**src/rtl/if_fetch_queue.sv**
```systemverilog
// Dual-issue fetch front end: generates fetch PCs, requests instruction word pairs
// from imem, buffers them in a circular queue and presents up to two per cycle.
module if_fetch_queue #(
    parameter int                 D_WIDTH  = 32,
    parameter logic [D_WIDTH-1:0] RESET_PC = '0,
    parameter int                 FQ_DEPTH = 8
) (
    input  logic               clk,
    input  logic               rst_n,
    input  logic               i_Redirect,
    input  logic [D_WIDTH-1:0] i_RedirectPC,
    input  logic               i_Stall,
    output logic               o_ImemReq,
    output logic [D_WIDTH-1:0] o_ImemAddr,
    input  logic [D_WIDTH-1:0] i_ImemRdata1,
    input  logic [D_WIDTH-1:0] i_ImemRdata2,
    output logic [D_WIDTH-1:0] o_PC,
    output logic [D_WIDTH-1:0] o_Instruction1,
    output logic [D_WIDTH-1:0] o_Instruction2,
    output logic               o_Valid1,
    output logic               o_Valid2
);

    localparam int             PW      = $clog2(FQ_DEPTH);
    localparam int             CW      = $clog2(FQ_DEPTH + 1);
    localparam logic [PW:0]    DEPTH_P = (PW + 1)'(FQ_DEPTH);
    localparam logic [CW+1:0]  DEPTH_C = (CW + 2)'(FQ_DEPTH);

    logic [D_WIDTH-1:0] fetch_pc_q, fetch_pc_d;
    logic [D_WIDTH-1:0] head_pc_q, head_pc_d;
    logic [CW-1:0]      count_q, count_d;
    logic [PW-1:0]      rd_ptr_q, rd_ptr_d;
    logic [PW-1:0]      wr_ptr_q, wr_ptr_d;
    logic               inflight_q, inflight_d;
    logic [D_WIDTH-1:0] mem_q [FQ_DEPTH];

    logic [CW+1:0]      need;
    logic               req;
    logic               push;
    logic [1:0]         pop_n;
    logic [PW-1:0]      rd_ptr_p1;
    logic [PW-1:0]      wr_ptr_p1;
    logic [D_WIDTH-1:0] redirect_pc;

    // Pointer increment with wrap modulo FQ_DEPTH (depth need not be a power of two).
    function automatic logic [PW-1:0] ptr_add(input logic [PW-1:0] p, input logic [1:0] inc);
        logic [PW:0] s;
        s = {1'b0, p} + (PW + 1)'(inc);
        if (s >= DEPTH_P) s = s - DEPTH_P;
        return s[PW-1:0];
    endfunction

    assign redirect_pc = i_RedirectPC & ~D_WIDTH'(3);
    assign rd_ptr_p1   = ptr_add(rd_ptr_q, 2'd1);
    assign wr_ptr_p1   = ptr_add(wr_ptr_q, 2'd1);

    // Admission reserves room for an in-flight pair plus the new pair, ignoring this cycle's pop.
    assign need  = (CW + 2)'(count_q) + (inflight_q ? (CW + 2)'(4) : (CW + 2)'(2));
    assign req   = rst_n & ~i_Redirect & (need <= DEPTH_C);
    assign push  = inflight_q & ~i_Redirect;
    assign pop_n = i_Stall ? 2'd0 : ((count_q >= CW'(2)) ? 2'd2 : count_q[1:0]);

    always_comb begin
        fetch_pc_d = fetch_pc_q;
        head_pc_d  = head_pc_q + D_WIDTH'({pop_n, 2'b00});
        rd_ptr_d   = ptr_add(rd_ptr_q, pop_n);
        wr_ptr_d   = push ? ptr_add(wr_ptr_q, 2'd2) : wr_ptr_q;
        count_d    = count_q + (push ? CW'(2) : CW'(0)) - CW'(pop_n);
        inflight_d = req;
        if (req) fetch_pc_d = fetch_pc_q + D_WIDTH'(8);
    end

    always_ff @(posedge clk) begin
        if (!rst_n) begin
            fetch_pc_q <= RESET_PC;
            head_pc_q  <= RESET_PC;
            count_q    <= '0;
            rd_ptr_q   <= '0;
            wr_ptr_q   <= '0;
            inflight_q <= 1'b0;
        end else if (i_Redirect) begin
            fetch_pc_q <= redirect_pc;
            head_pc_q  <= redirect_pc;
            count_q    <= '0;
            rd_ptr_q   <= '0;
            wr_ptr_q   <= '0;
            inflight_q <= 1'b0;
        end else begin
            fetch_pc_q <= fetch_pc_d;
            head_pc_q  <= head_pc_d;
            count_q    <= count_d;
            rd_ptr_q   <= rd_ptr_d;
            wr_ptr_q   <= wr_ptr_d;
            inflight_q <= inflight_d;
        end
    end

    // Queue storage needs no reset: slots are only visible once counted.
    always_ff @(posedge clk) begin
        if (rst_n && push) begin
            mem_q[wr_ptr_q]  <= i_ImemRdata1;
            mem_q[wr_ptr_p1] <= i_ImemRdata2;
        end
    end

    assign o_ImemReq      = req;
    assign o_ImemAddr     = fetch_pc_q;
    assign o_PC           = head_pc_q;
    assign o_Valid1       = (count_q >= CW'(1));
    assign o_Valid2       = (count_q >= CW'(2));
    assign o_Instruction1 = o_Valid1 ? mem_q[rd_ptr_q]  : '0;
    assign o_Instruction2 = o_Valid2 ? mem_q[rd_ptr_p1] : '0;

endmodule

```
**config.mk**
```make
export PLATFORM = sky130hd
export DESIGN_NAME = if_fetch_queue
export DESIGN_NICKNAME = d
export VERILOG_FILES = /design/src/rtl/if_fetch_queue.sv
export SDC_FILE = /design/constraint.sdc
export NUM_CORES = 1
export LEC_CHECK = 0
export ABC_AREA = 1
export CAP_MARGIN = 30
export CORE_MARGIN = 2
export CORE_UTILIZATION = 29
export DETAILED_ROUTE_END_ITERATION = 7
export SLEW_MARGIN = 20
export SYNTH_ARGS = -nofsm -noshare
export SYNTH_HDL_FRONTEND = slang
export SYNTH_SLANG_ARGS = --single-unit
```
**constraint.sdc**
```tcl
create_clock -name clk -period 6.88 [get_ports clk]
set_input_delay 1.72 -clock clk [delete_from_list [all_inputs] [get_ports clk]]
set_output_delay 1.72 -clock clk [all_outputs]
set_load 0.02 [all_outputs]
```
==> results of run 1 <==
[flip-flops by register name (all words and copies together) (netlist names)]
name / count
count_q: 4
rd_ptr_q: 3
o_ImemAddr: 30
o_PC: 30
inflight_q: 1
mem_q: 256
wr_ptr_q: 2
[final timing paths]
path	end	slack (ns)
worst max-delay path	o_Instruction2[3]	1.12
worst min-delay path	wr_ptr_q[2]	0.54
worst max register to register	rd_ptr_q[2]	3.97
worst min register to register	wr_ptr_q[2]	0.54
[layout make-up]
cell class	instances	area (sq um)
fillers	5748	36500
flip-flops and latches	326	9095
multi-input cells	1245	6922
repair buffers	256	2628
clock buffers	49	1055
well taps	765	957.2
inverters	128	485.5
clock inverters	25	269.0
diodes	2	5.005
[cell families (layout without fill, tap and decap cells)]
logic type,Yosys count,in the layout,share of synthesized area [%]
xor+xnor,42,42,2.159
buf+inv,249,458,6.367
simple gates,703,703,18.96
other cells,1,6,0.02201
compound gates,478,478,17.74
flops,326,326,53.34
fa+ha+maj,18,18,1.410
[per-stage QoR]
step,cell area [sq um],worst slack (ns),hold WS [ns],utilization (%)
after global routing,21410,0.8632,0.5697,36.97
after CTS,21310,1.037,0.5285,36.79
after global placement,19900,1.588,0.5186,34.36
final,21420,1.122,0.5382,36.98
after floorplan,17050,1.500,0.5000,-
after detailed placement,19980,1.623,0.5152,34.51
[critical path, delay by kind of cell (launching register included)]
kind	cells	cell delay (ns)
and+or+nand+nor	1	0.29
buffers and inverters	3	1.57
AOI/OAI and AO/OA	2	0.39
DFF	1	0.79
adders and majority gates	1	0.37
[cells in the final DEF, fill, tap and decap left out, drive strengths merged]
cell type	count
clkdlybuf4s50	224
and2	1
diode	2
nor3	83
o21a	1
o21ai	275
xnor2	10
or2	1
nor2	278
nand2	267
nand4	10
o221a	96
ha	16
conb	4
a31oi	6
nand3b	1
edfxtp	256
clkbuf	49
dfxtp	70
nor3b	2
a21oi	91
nor4	1
buf	32
clkinvlp	3
o22ai	5
o21bai	2
fa	2
clkinv	15
bufinv	4
xor2	32
nand3	59
inv	131
o211ai	2
[routing by layer]
metal / vias to the layer above / global-route usage (%) / wire, microns
li1: 6760 / - / -
met1: 7000 / 21.55 / 22290
met2: 561 / 28.67 / 25220
met3: 130 / 4.532 / 4366
met4: 16 / 6.556 / 1709
met5: - / 0 / 112
[where the power goes]
part / internal, W / switching [W]
combinational: 0.000789 / 0.00114
sequential: 0.00218 / 0.0000557
clock: 0.00126 / 0.000876
==> key figures, run 1 <==
Logic synthesis
  – Yosys warns: 0
  – Synth Instances: 1817
  – Largest cells by area after synthesis: edfxtp_1 (45%), dfxtp_1 (8.2%), o21ai_0 (7.8%), nor2_1 (5.9%), nand2_1 (5.7%)
  – Area leader, netlist: edfxtp_1
  – Netlist Area Pre-Place: about 17000 sq um
  – Synth cell types: 42
  – Avg Synthesized Cell Area: between 9 and 10 sq um
  – Main synth FF type: edfxtp_1
  – Top cell type's share of synthesized area: 45.12%
  – Post-synth top cells: nor2_1 (270), o21ai_0 (266), nand2_1 (257)
  – Sequential share of the synthesized area: between 50% and 60%
  – #FFs+latches synth: approximately 330
  – EDFF count, synth: 256
  – Top-count cell post-synth: nor2_1
  – FFs w/ async S/R, synth: 0%

Worst setup path
  – Crit path DAT: ~4.0 ns
  – Critical-path cell list: ha_1 -> inv_2 -> buf_12 -> o21ai_0 -> o221a_1 -> nor3_1 -> clkdlybuf4s50_1
  – Worst-path fanout max: 69
  – Critical path data required time: slightly above 5 ns
  – Crit path largest cell delay: about 0.79 ns
  – Slowest-stage cell, CP: dfxtp_4
  – Crit Path Category: reg -> out
  – Worst Setup SP: rd_ptr_q[0]
  – Worst r2r src: rd_ptr_q[1]
  – Worst Setup End Kind: primary output
  – Category of the worst setup path launch point: flop
  – Worst reg2reg path depth: 8

Flow run
  – Max Cap Viol: 0

Routing
  – Final wirelength: between 50000 and 60000 microns
  – DRC Markers: 0
  – DRT iter0 DRCs: 1041
  – Via/cell ratio: roughly 5.2
  – First-pass DRT Iterations: 5
  – WL per Instance: approximately 19 microns
  – Post-route antenna net violation count: 0
  – Routed vias: 14470

Placement
  – # port buffers: approximately 220
  – Gpl congestion: approximately 0.89
  – Post-detail-place hpwl: about 35000 microns
  – DP Cell Count: between 2000 and 3000

Die
  – Num rows: 88
  – Die height: between 200 and 250 microns
  – Initial core utilization: 29.42%
  – Core Footprint: 57920 sq um
  – Die area: roughly 61000 sq um
  – Boundary Pins: ~230
  – Die width: approximately 250 microns

Clock tree
  – Depth of the CTS H-tree: 2
  – Clk sink count: 326
  – CTS tree: yes
  – Bufs on Longest Clock Path: 3
  – CTS clk-pin slew, worst paths: about 0.050 ns
  – Root Buffer: clkbuf_16
  – CTS resizes: 0
  – Worst skew pair latency: 0.58 ns
  – TritonCTS Buffers: 40
  – # hold bufs at CTS: 0
  – Postcts setup bufs: 0

Min path
  – Worst Hold Class: reg -> reg
  – HP Start: wr_ptr_q[2]
  – Worst hold stages: 2

Timing
  – Slew headroom: between 30% and 40%
  – Tmin final: around 5.8 ns
  – Hold Fails Final Rpt: 0
  – Final Cycle Share: ~84%
  – Worst Tran Pin Value: around 0.94 ns
  – Setup TNS: 0 ns
  – Max-slew violation count: 0
  – F_max: 173.7 MHz
  – RSZ-0062 raised after global routing: false
  – Clock skew: between 0.03 and 0.04 ns
  – Endpoints failing setup: 0

Global routing
  – Vias in the first global route: ~14000
  – Initial antenna violation count: 10
  – Tot GR Track Use: between 10% and 20%
  – Gr ovfl total: 0
  – Largest net degree at the start of global routing: between 100 and 150
  – First-pass GRT wire length: between 80000 and 90000 microns

Power and ir drop
  – VDD IR max: between 0.0002 and 0.00025 V
  – PwrDens: about 290 nW/um^2
  – Overall Power: around 0.0063 W
  – Leak pwr: about 7.4 nW

Final layout
  – Fraction of layout cells with a size suffix above 1: 11.53%
  – Nets: about 2100
  – Layout area overhead: 25.69%
  – Finished Layout Cells: around 2800

Run status
  – Outcome: completed
Note: power is estimated with default switching activity, not from simulation.
==> run 2, diff against run 1 <==
==> constraint.sdc (replaced) <==
create_clock -name clk -period 5.4 [get_ports clk]
set_input_delay 1.35 -clock clk [delete_from_list [all_inputs] [get_ports clk]]
set_output_delay 1.35 -clock clk [all_outputs]
set_load 0.02 [all_outputs]
==> key figures, run 2 (synthesis gave the netlist of run 1 again) <==
Placement
  – Post-detail-place hpwl: 35220 microns (was 34610 microns)
  – Placed cell area: 20080 sq um (was 19980 sq um)
  – # port buffers: 224 (unchanged)
  – Gpl congestion: 0.8727 (was 0.8947)

Global routing
  – Gr ovfl total: 0 (unchanged)
  – Vias in the first global route: 14500 (was 14470)
  – Tot GR Track Use: 17.38% (was 17.31%)
  – First-pass GRT wire length: 81210 microns (was 81280 microns)
  – Initial antenna violation count: 5 (was 10)
  – Largest net degree at the start of global routing: 217 (was 144)

Routing
  – WL per Instance: 19.28 microns (was 19.20 microns)
  – Routed vias: 14440 (was 14470)
  – DRT iter0 DRCs: 1190 (was 1041)
  – Final wirelength: 53860 microns (was 53690 microns)
  – DRC Markers: 0 (unchanged)
  – Post-route antenna net violation count: 0 (unchanged)
  – First-pass DRT Iterations: 6 (was 5)
  – Via/cell ratio: 5.169 (was 5.174)

Final layout
  – Layout area overhead: 25.24% (was 25.69%)
  – Nets: 2115 (unchanged)
  – Fillers: 5720 (was 5748)
  – Most flop-heavy register: mem_q (unchanged)
  – Final Cell Area: 21340 sq um (was 21420 sq um)
  – Area taken by flip-flops and latches: 9095 sq um (unchanged)
  – Multi-input logic area: 6922 sq um (unchanged)
  – Most common cell after layout, fill and taps aside: o21ai_0 (unchanged)
  – Max reg flops: 256 (unchanged)
  – Fraction of layout cells with a size suffix above 1: 11.40% (was 11.53%)
  – Most frequent cells in the layout: o21ai_0 (266), nor2_1 (264), nand2_1 (257) (unchanged)

Worst setup path
  – Reg-to-reg critical path endpoint: o_ImemAddr[21] (was rd_ptr_q[2])
  – Worst Setup SP: rd_ptr_q[0] (unchanged)
  – Category of the worst setup path launch point: flop (unchanged)
  – Critical path data required time: 4.05 ns (was 5.16 ns)
  – Crit Path Category: reg -> out (unchanged)
  – Cell family with most CP delay: buffers and inverters (unchanged)
  – R2R setup slack: 2.64 ns (was 3.97 ns)
  – Worst Setup End Kind: primary output (unchanged)
  – Crit path DAT: 3.66 ns (was 4.04 ns)
  – Critical Path Sink: o_Instruction2[8] (was o_Instruction2[3])
  – Crit path largest cell delay: 0.82 ns (was 0.79 ns)
  – Worst reg2reg path depth: 12 (was 8)
  – Critical path depth: 7 (unchanged)
  – Worst-path fanout max: 76 (was 69)
  – Slowest-stage cell, CP: dfxtp_4 (unchanged)
  – Critical-path cell list: ha_1 -> xnor2_1 -> inv_2 -> buf_12 -> a21oi_1 -> nor3_1 -> clkdlybuf4s50_1 (was ha_1 -> inv_2 -> buf_12 -> o21ai_0 -> o221a_1 -> nor3_1 -> clkdlybuf4s50_1)
  – Crit path buffers/inverters: 3 (unchanged)
  – Worst r2r src: inflight_q (was rd_ptr_q[1])

Die
  – Die width: 246.4 microns (unchanged)
  – Core Footprint: 57920 sq um (unchanged)
  – Boundary Pins: 231 (unchanged)
  – Die area: 60710 sq um (unchanged)
  – Die height: 246.4 microns (unchanged)
  – Initial core utilization: 29.42% (unchanged)
  – Num rows: 88 (unchanged)

Clock tree
  – CTS clk-pin slew, worst paths: 0.06 ns (was 0.05 ns)
  – Clk sink count: 326 (unchanged)
  – Bufs on Longest Clock Path: 3 (unchanged)
  – CTS tree: yes (unchanged)
  – CTS resizes: 0 (unchanged)
  – TritonCTS Buffers: 40 (unchanged)
  – # hold bufs at CTS: 0 (unchanged)
  – Root Buffer: clkbuf_16 (unchanged)
  – Worst skew pair latency: 0.57 ns (was 0.58 ns)
  – Postcts setup bufs: 0 (unchanged)
  – Depth of the CTS H-tree: 2 (unchanged)

Timing
  – Tmin final: 5.010 ns
  – Hold Fails Final Rpt: 0 (unchanged)
  – Final Cycle Share: 92.77%
  – Clock skew: 0.01325 ns (was 0.03110 ns)
  – Worst Tran Pin Value: 0.8094 ns (was 0.9413 ns)
  – Worst hold slack: 0.5330 ns (was 0.5382 ns)
  – Setup TNS: 0 ns (unchanged)
  – RSZ-0062 raised after global routing: false (unchanged)
  – F_max: 199.6 MHz
  – Max-slew violation count: 0 (unchanged)
  – Endpoints failing setup: 0 (unchanged)
  – Slew headroom: 46.04% (was 37.10%)

Power and ir drop
  – PwrDens: 368.0 nW/um^2 (was 294.0 nW/um^2)
  – Logic pwr share: 31.0% (was 30.7%)
  – Reg power frac: 36.3% (was 35.5%)
  – Switching Share: 33.20% (was 32.95%)
  – Leak pwr: 7.339 nW (was 7.397 nW)
  – Clock power frac: 32.6% (was 33.9%)
  – P_sw: 0.002607 W (was 0.002075 W)
  – Int Pwr: 0.005246 W (was 0.004222 W)
  – VDD IR max: 0.0002072 V (was 0.0002053 V)

Flow run
  – Max Cap Viol: 0 (unchanged)

Run status
  – Outcome: completed (unchanged)

Min path
  – Worst Hold Class: reg -> reg (unchanged)
-- run 2: cell count changes in the layout (fill, tap and decap cells not counted), moves of 2 or more --
cell	change
clkinv_1	+3
bufinv_16	-2
buf_12	+6
clkbuf_1	-2
buf_16	-4
buf_4	-2
-- run 2: layout make-up --
cell class / count / share of cell area, %
antenna: 1 / 0.01173
clock buffer: 47 / 4.908
clock inverter: 25 / 0.9733
inverter: 128 / 2.275
multi-input combinational: 1245 / 32.44
sequential: 326 / 42.62
tap: 765 / 4.485
timing repair buffer: 256 / 12.29
-- run 2: layer usage --
metal | share of wire, % | vias to the layer above | track usage (%)
met5 | 0.13 | - | 0
met4 | 2.7 | 10 | 6.113
met3 | 8.4 | 109 | 3.976
met2 | 48 | 580 | 29.79
met1 | 41 | 6976 | 21.35
li1 | - | 6762 | -
-- run 2: worst register-to-register path: stages (launching register included) --
cell and delay, ns:
dfxtp_1 0.37, inv_1 0.11, ha_1 0.23, fa_1 0.49, nor3_1 0.04, or2_1 0.24, nand2_2 0.24, nand2_2 0.37
inv_2 0.28, nand2_1 0.07, nand2_1 0.07, inv_1 0.04, a21oi_1 0.13
-- run 2: worst min path at each step --
stage,from,endpoint,slack (ns),cells after the start
after global routing,o_ImemAddr[2],o_ImemAddr[2],0.56,2
after CTS,o_ImemAddr[2],o_ImemAddr[2],0.53,2
after global placement,o_ImemAddr[2],o_ImemAddr[2],0.52,2
after detailed placement,o_ImemAddr[2],o_ImemAddr[2],0.52,2
final,wr_ptr_q[2],wr_ptr_q[2],0.53,2
after floorplan,wr_ptr_q[2],wr_ptr_q[2],0.50,2
-- run 2: per-stage QoR --
stage / util, % / std cells / setup WS, ns / power [W]
after detailed placement: 34.67 / 2720 / 0.9052 / 0.005346
after global routing: 36.84 / 2792 / 0.1371 / 0.008163
after CTS: 36.84 / 2792 / 0.2982 / 0.007931
after floorplan: - / 1820 / 0.3903 / 0.004162
after global placement: 34.58 / 2718 / 0.9501 / 0.005319
final: 36.85 / 2793 / 0.3902 / 0.007853
-- run 2: power by group through the flow --
stage	clock network, W	registers, W	logic, W
2_1_floorplan	0	0.00291	0.00125
3_3_place_gp	0	0.00290	0.00242
3_5_place_dp	0	0.00290	0.00244
4_1_cts	0.00263	0.00285	0.00245
5_1_grt	0.00272	0.00286	0.00258
6_report	0.00256	0.00285	0.00243
==> run 3, diff against run 2 <==
--- a/config.mk
+++ b/config.mk
@@ -7,9 +7,10 @@
 export LEC_CHECK = 0
 export ABC_AREA = 1
 export CAP_MARGIN = 30
-export CORE_MARGIN = 2
+export CORE_MARGIN = 3
 export CORE_UTILIZATION = 29
 export DETAILED_ROUTE_END_ITERATION = 7
+export PLACE_DENSITY = 0.55
 export SLEW_MARGIN = 20
 export SYNTH_ARGS = -nofsm -noshare
 export SYNTH_HDL_FRONTEND = slang
==> key figures, run 3 (synthesis gave the netlist of run 1 again) <==
Clock tree
  – Clk sink count: 326 (unchanged)
  – TritonCTS Buffers: 40 (unchanged)
  – Worst skew pair latency: 0.57 ns (about the same)
  – CTS resizes: 0 (unchanged)
  – # hold bufs at CTS: 0 (unchanged)
  – Postcts setup bufs: 0 (unchanged)
  – CTS tree: yes (unchanged)
  – CTS clk-pin slew, worst paths: 0.06 ns (about the same)
  – Bufs on Longest Clock Path: 3 (unchanged)
  – Depth of the CTS H-tree: 2 (unchanged)
  – Root Buffer: clkbuf_16 (unchanged)

Die
  – Die width: 248.4 microns (was 246.4 microns)
  – Boundary Pins: 231 (unchanged)
  – Core Footprint: 57920 sq um (unchanged)
  – Num rows: 88 (unchanged)
  – Die height: 248.4 microns (was 246.4 microns)
  – Initial core utilization: 29.42% (unchanged)
  – Die area: 61700 sq um (was 60710 sq um)

Final layout
  – Most common cell after layout, fill and taps aside: o21ai_0 (unchanged)
  – Layout area overhead: 25.64% (was 25.24%)
  – Max reg flops: 256 (unchanged)
  – Finished Layout Cells: 2793 (unchanged)
  – Nets: 2114 (was 2115)
  – Fraction of layout cells with a size suffix above 1: 11.60% (was 11.40%)
  – Most frequent cells in the layout: o21ai_0 (266), nor2_1 (264), nand2_1 (257) (unchanged)
  – Most flop-heavy register: mem_q (unchanged)

Worst setup path
  – Worst r2r src: inflight_q (unchanged)
  – Worst Setup End Kind: primary output (unchanged)
  – Critical path data required time: 4.05 ns (about the same)
  – Category of the worst setup path launch point: flop (unchanged)
  – Crit path DAT: 3.71 ns (was 3.66 ns)
  – Crit Path Category: reg -> out (unchanged)
  – Crit path largest cell delay: 0.68 ns (was 0.82 ns)
  – Worst Setup SP: rd_ptr_q[1] (was rd_ptr_q[0])
  – Slowest-stage cell, CP: clkdlybuf4s50_1 (was dfxtp_4)
  – Reg-to-reg critical path endpoint: o_ImemAddr[23] (was o_ImemAddr[21])
  – R2R setup slack: 2.65 ns (was 2.64 ns)
  – Worst reg2reg path depth: 12 (unchanged)
  – Worst-path fanout max: 22 (was 76)
  – Critical-path cell list: ha_1 -> inv_2 -> buf_4 -> o21ai_0 -> o221a_1 -> nor3_2 -> clkdlybuf4s50_1 (was ha_1 -> xnor2_1 -> inv_2 -> buf_12 -> a21oi_1 -> nor3_1 -> clkdlybuf4s50_1)
  – Critical Path Sink: o_Instruction2[28] (was o_Instruction2[8])

Timing
  – Final Cycle Share: 93.66% (was 92.77%)
  – Clock skew: 0.02940 ns (was 0.01325 ns)
  – Hold Fails Final Rpt: 0 (unchanged)
  – F_max: 197.7 MHz (was 199.6 MHz)
  – Endpoints failing setup: 0 (unchanged)
  – Worst Tran Pin Value: 0.9630 ns (was 0.8094 ns)
  – Setup WS post-layout: 0.3426 ns (was 0.3902 ns)
  – Slew headroom: 35.80% (was 46.04%)
  – Setup TNS: 0 ns (unchanged)
  – Tmin final: 5.057 ns (was 5.010 ns)
  – Max-slew violation count: 0 (unchanged)
  – RSZ-0062 raised after global routing: false (unchanged)

Power and ir drop
  – Leak pwr: 7.410 nW (was 7.339 nW)
  – PwrDens: 376.9 nW/um^2 (was 368.0 nW/um^2)
  – VDD IR max: 0.0002461 V (was 0.0002072 V)

Routing
  – Final wirelength: 53920 microns (was 53860 microns)
  – DRC Markers: 0 (unchanged)
  – Wire length on met2: 25200 microns (was 25970 microns)
  – WL per Instance: 19.31 microns (was 19.28 microns)
  – First-pass DRT Iterations: 7 (was 6)
  – M1 wire length: 22560 microns (was 21850 microns)
  – Routed vias: 14240 (was 14440)
  – Top sig layer: met5 (unchanged)
  – DRT iter0 DRCs: 918 (was 1190)
  – WL met3: 4564 microns (was 4526 microns)
  – Post-route antenna net violation count: 0 (unchanged)
  – Via/cell ratio: 5.099 (was 5.169)

Placement
  – # port buffers: 224 (unchanged)
  – Gpl congestion: 0.8705 (was 0.8727)
  – DP Cell Count: 2718 (was 2720)
  – Pre-CTS WS: 0.9105 ns (was 0.9052 ns)
  – Post-detail-place hpwl: 35010 microns (was 35220 microns)

Global routing
  – Largest net degree at the start of global routing: 114 (was 217)
  – Gr ovfl total: 0 (unchanged)
  – Vias in the first global route: 14420 (was 14500)
  – Tot GR Track Use: 17.11% (was 17.38%)
  – Initial antenna violation count: 8 (was 5)
  – First-pass GRT wire length: 81010 microns (was 81210 microns)

Flow run
  – Max Cap Viol: 0 (unchanged)

Min path
  – Worst Hold Class: reg -> reg (unchanged)
  – HP Start: wr_ptr_q[2] (unchanged)

Run status
  – Outcome: completed (unchanged)
## run 3: cell types whose count changed in the layout (fill, tap and decap cells not counted), moves of 2 or more
cell | previous run | this run
clkinv_1 | 11 | 8
bufinv_16 | 2 | 5
clkinvlp_4 | 4 | 2
clkbuf_1 | 5 | 3
clkinv_2 | 6 | 10
## run 3: worst max-delay path: cells and delay by family (launching register included)
kind,cells,cell delay [ns]
AND/OR/NAND/NOR,1,0.24
buffers and inverters,3,1.46
adder cells (fa/ha/maj),1,0.35
AO/OA/AOI/OAI,2,0.45
flip-flops,1,0.63
## run 3: per-layer routing
layer | up-vias | track usage (%)
met5 | - | 0
li1 | 6749 | -
met3 | 112 | 4.392
met4 | 10 | 6.451
met2 | 498 | 28.27
met1 | 6872 | 21.52
## run 3: layout make-up
type | count | area (sq um)
flip-flops and latches | 326 | 9095
multi-input cells | 1245 | 6922
repair buffers | 255 | 2595
clock buffers | 45 | 1051
diodes | 2 | 5.005
clock inverters | 27 | 297.8
inverters | 128 | 485.5
fillers | 5764 | 36510
well taps | 765 | 957.2
## run 3: where the power goes
group	internal [W]	total, W	switching, W
sequential	0.00277	0.00285	0.0000765
clock	0.00165	0.00277	0.00111
combinational	0.000991	0.00245	0.00146
total	0.00542	0.00807	0.00265
## run 3: worst min path at each step
stage	endpoint	slack (ns)	depth (start not counted)
after CTS	o_ImemAddr[2]	0.53	2
after global routing	o_ImemAddr[2]	0.55	2
after detailed placement	o_ImemAddr[2]	0.52	2
after global placement	wr_ptr_q[2]	0.52	2
final	wr_ptr_q[2]	0.53	2
after floorplan	wr_ptr_q[2]	0.50	2
## run 3: per-stage QoR
step	util, %	cell area, sq um	hold WS, ns	total power (W)
floorplan	-	17050	0.5000	0.004162
global placement	34.58	20030	0.5181	0.005352
detailed placement	34.58	20030	0.5187	0.005373
CTS	36.91	21380	0.5303	0.008172
global route	36.96	21410	0.5536	0.008418
finish	36.96	21410	0.5282	0.008068
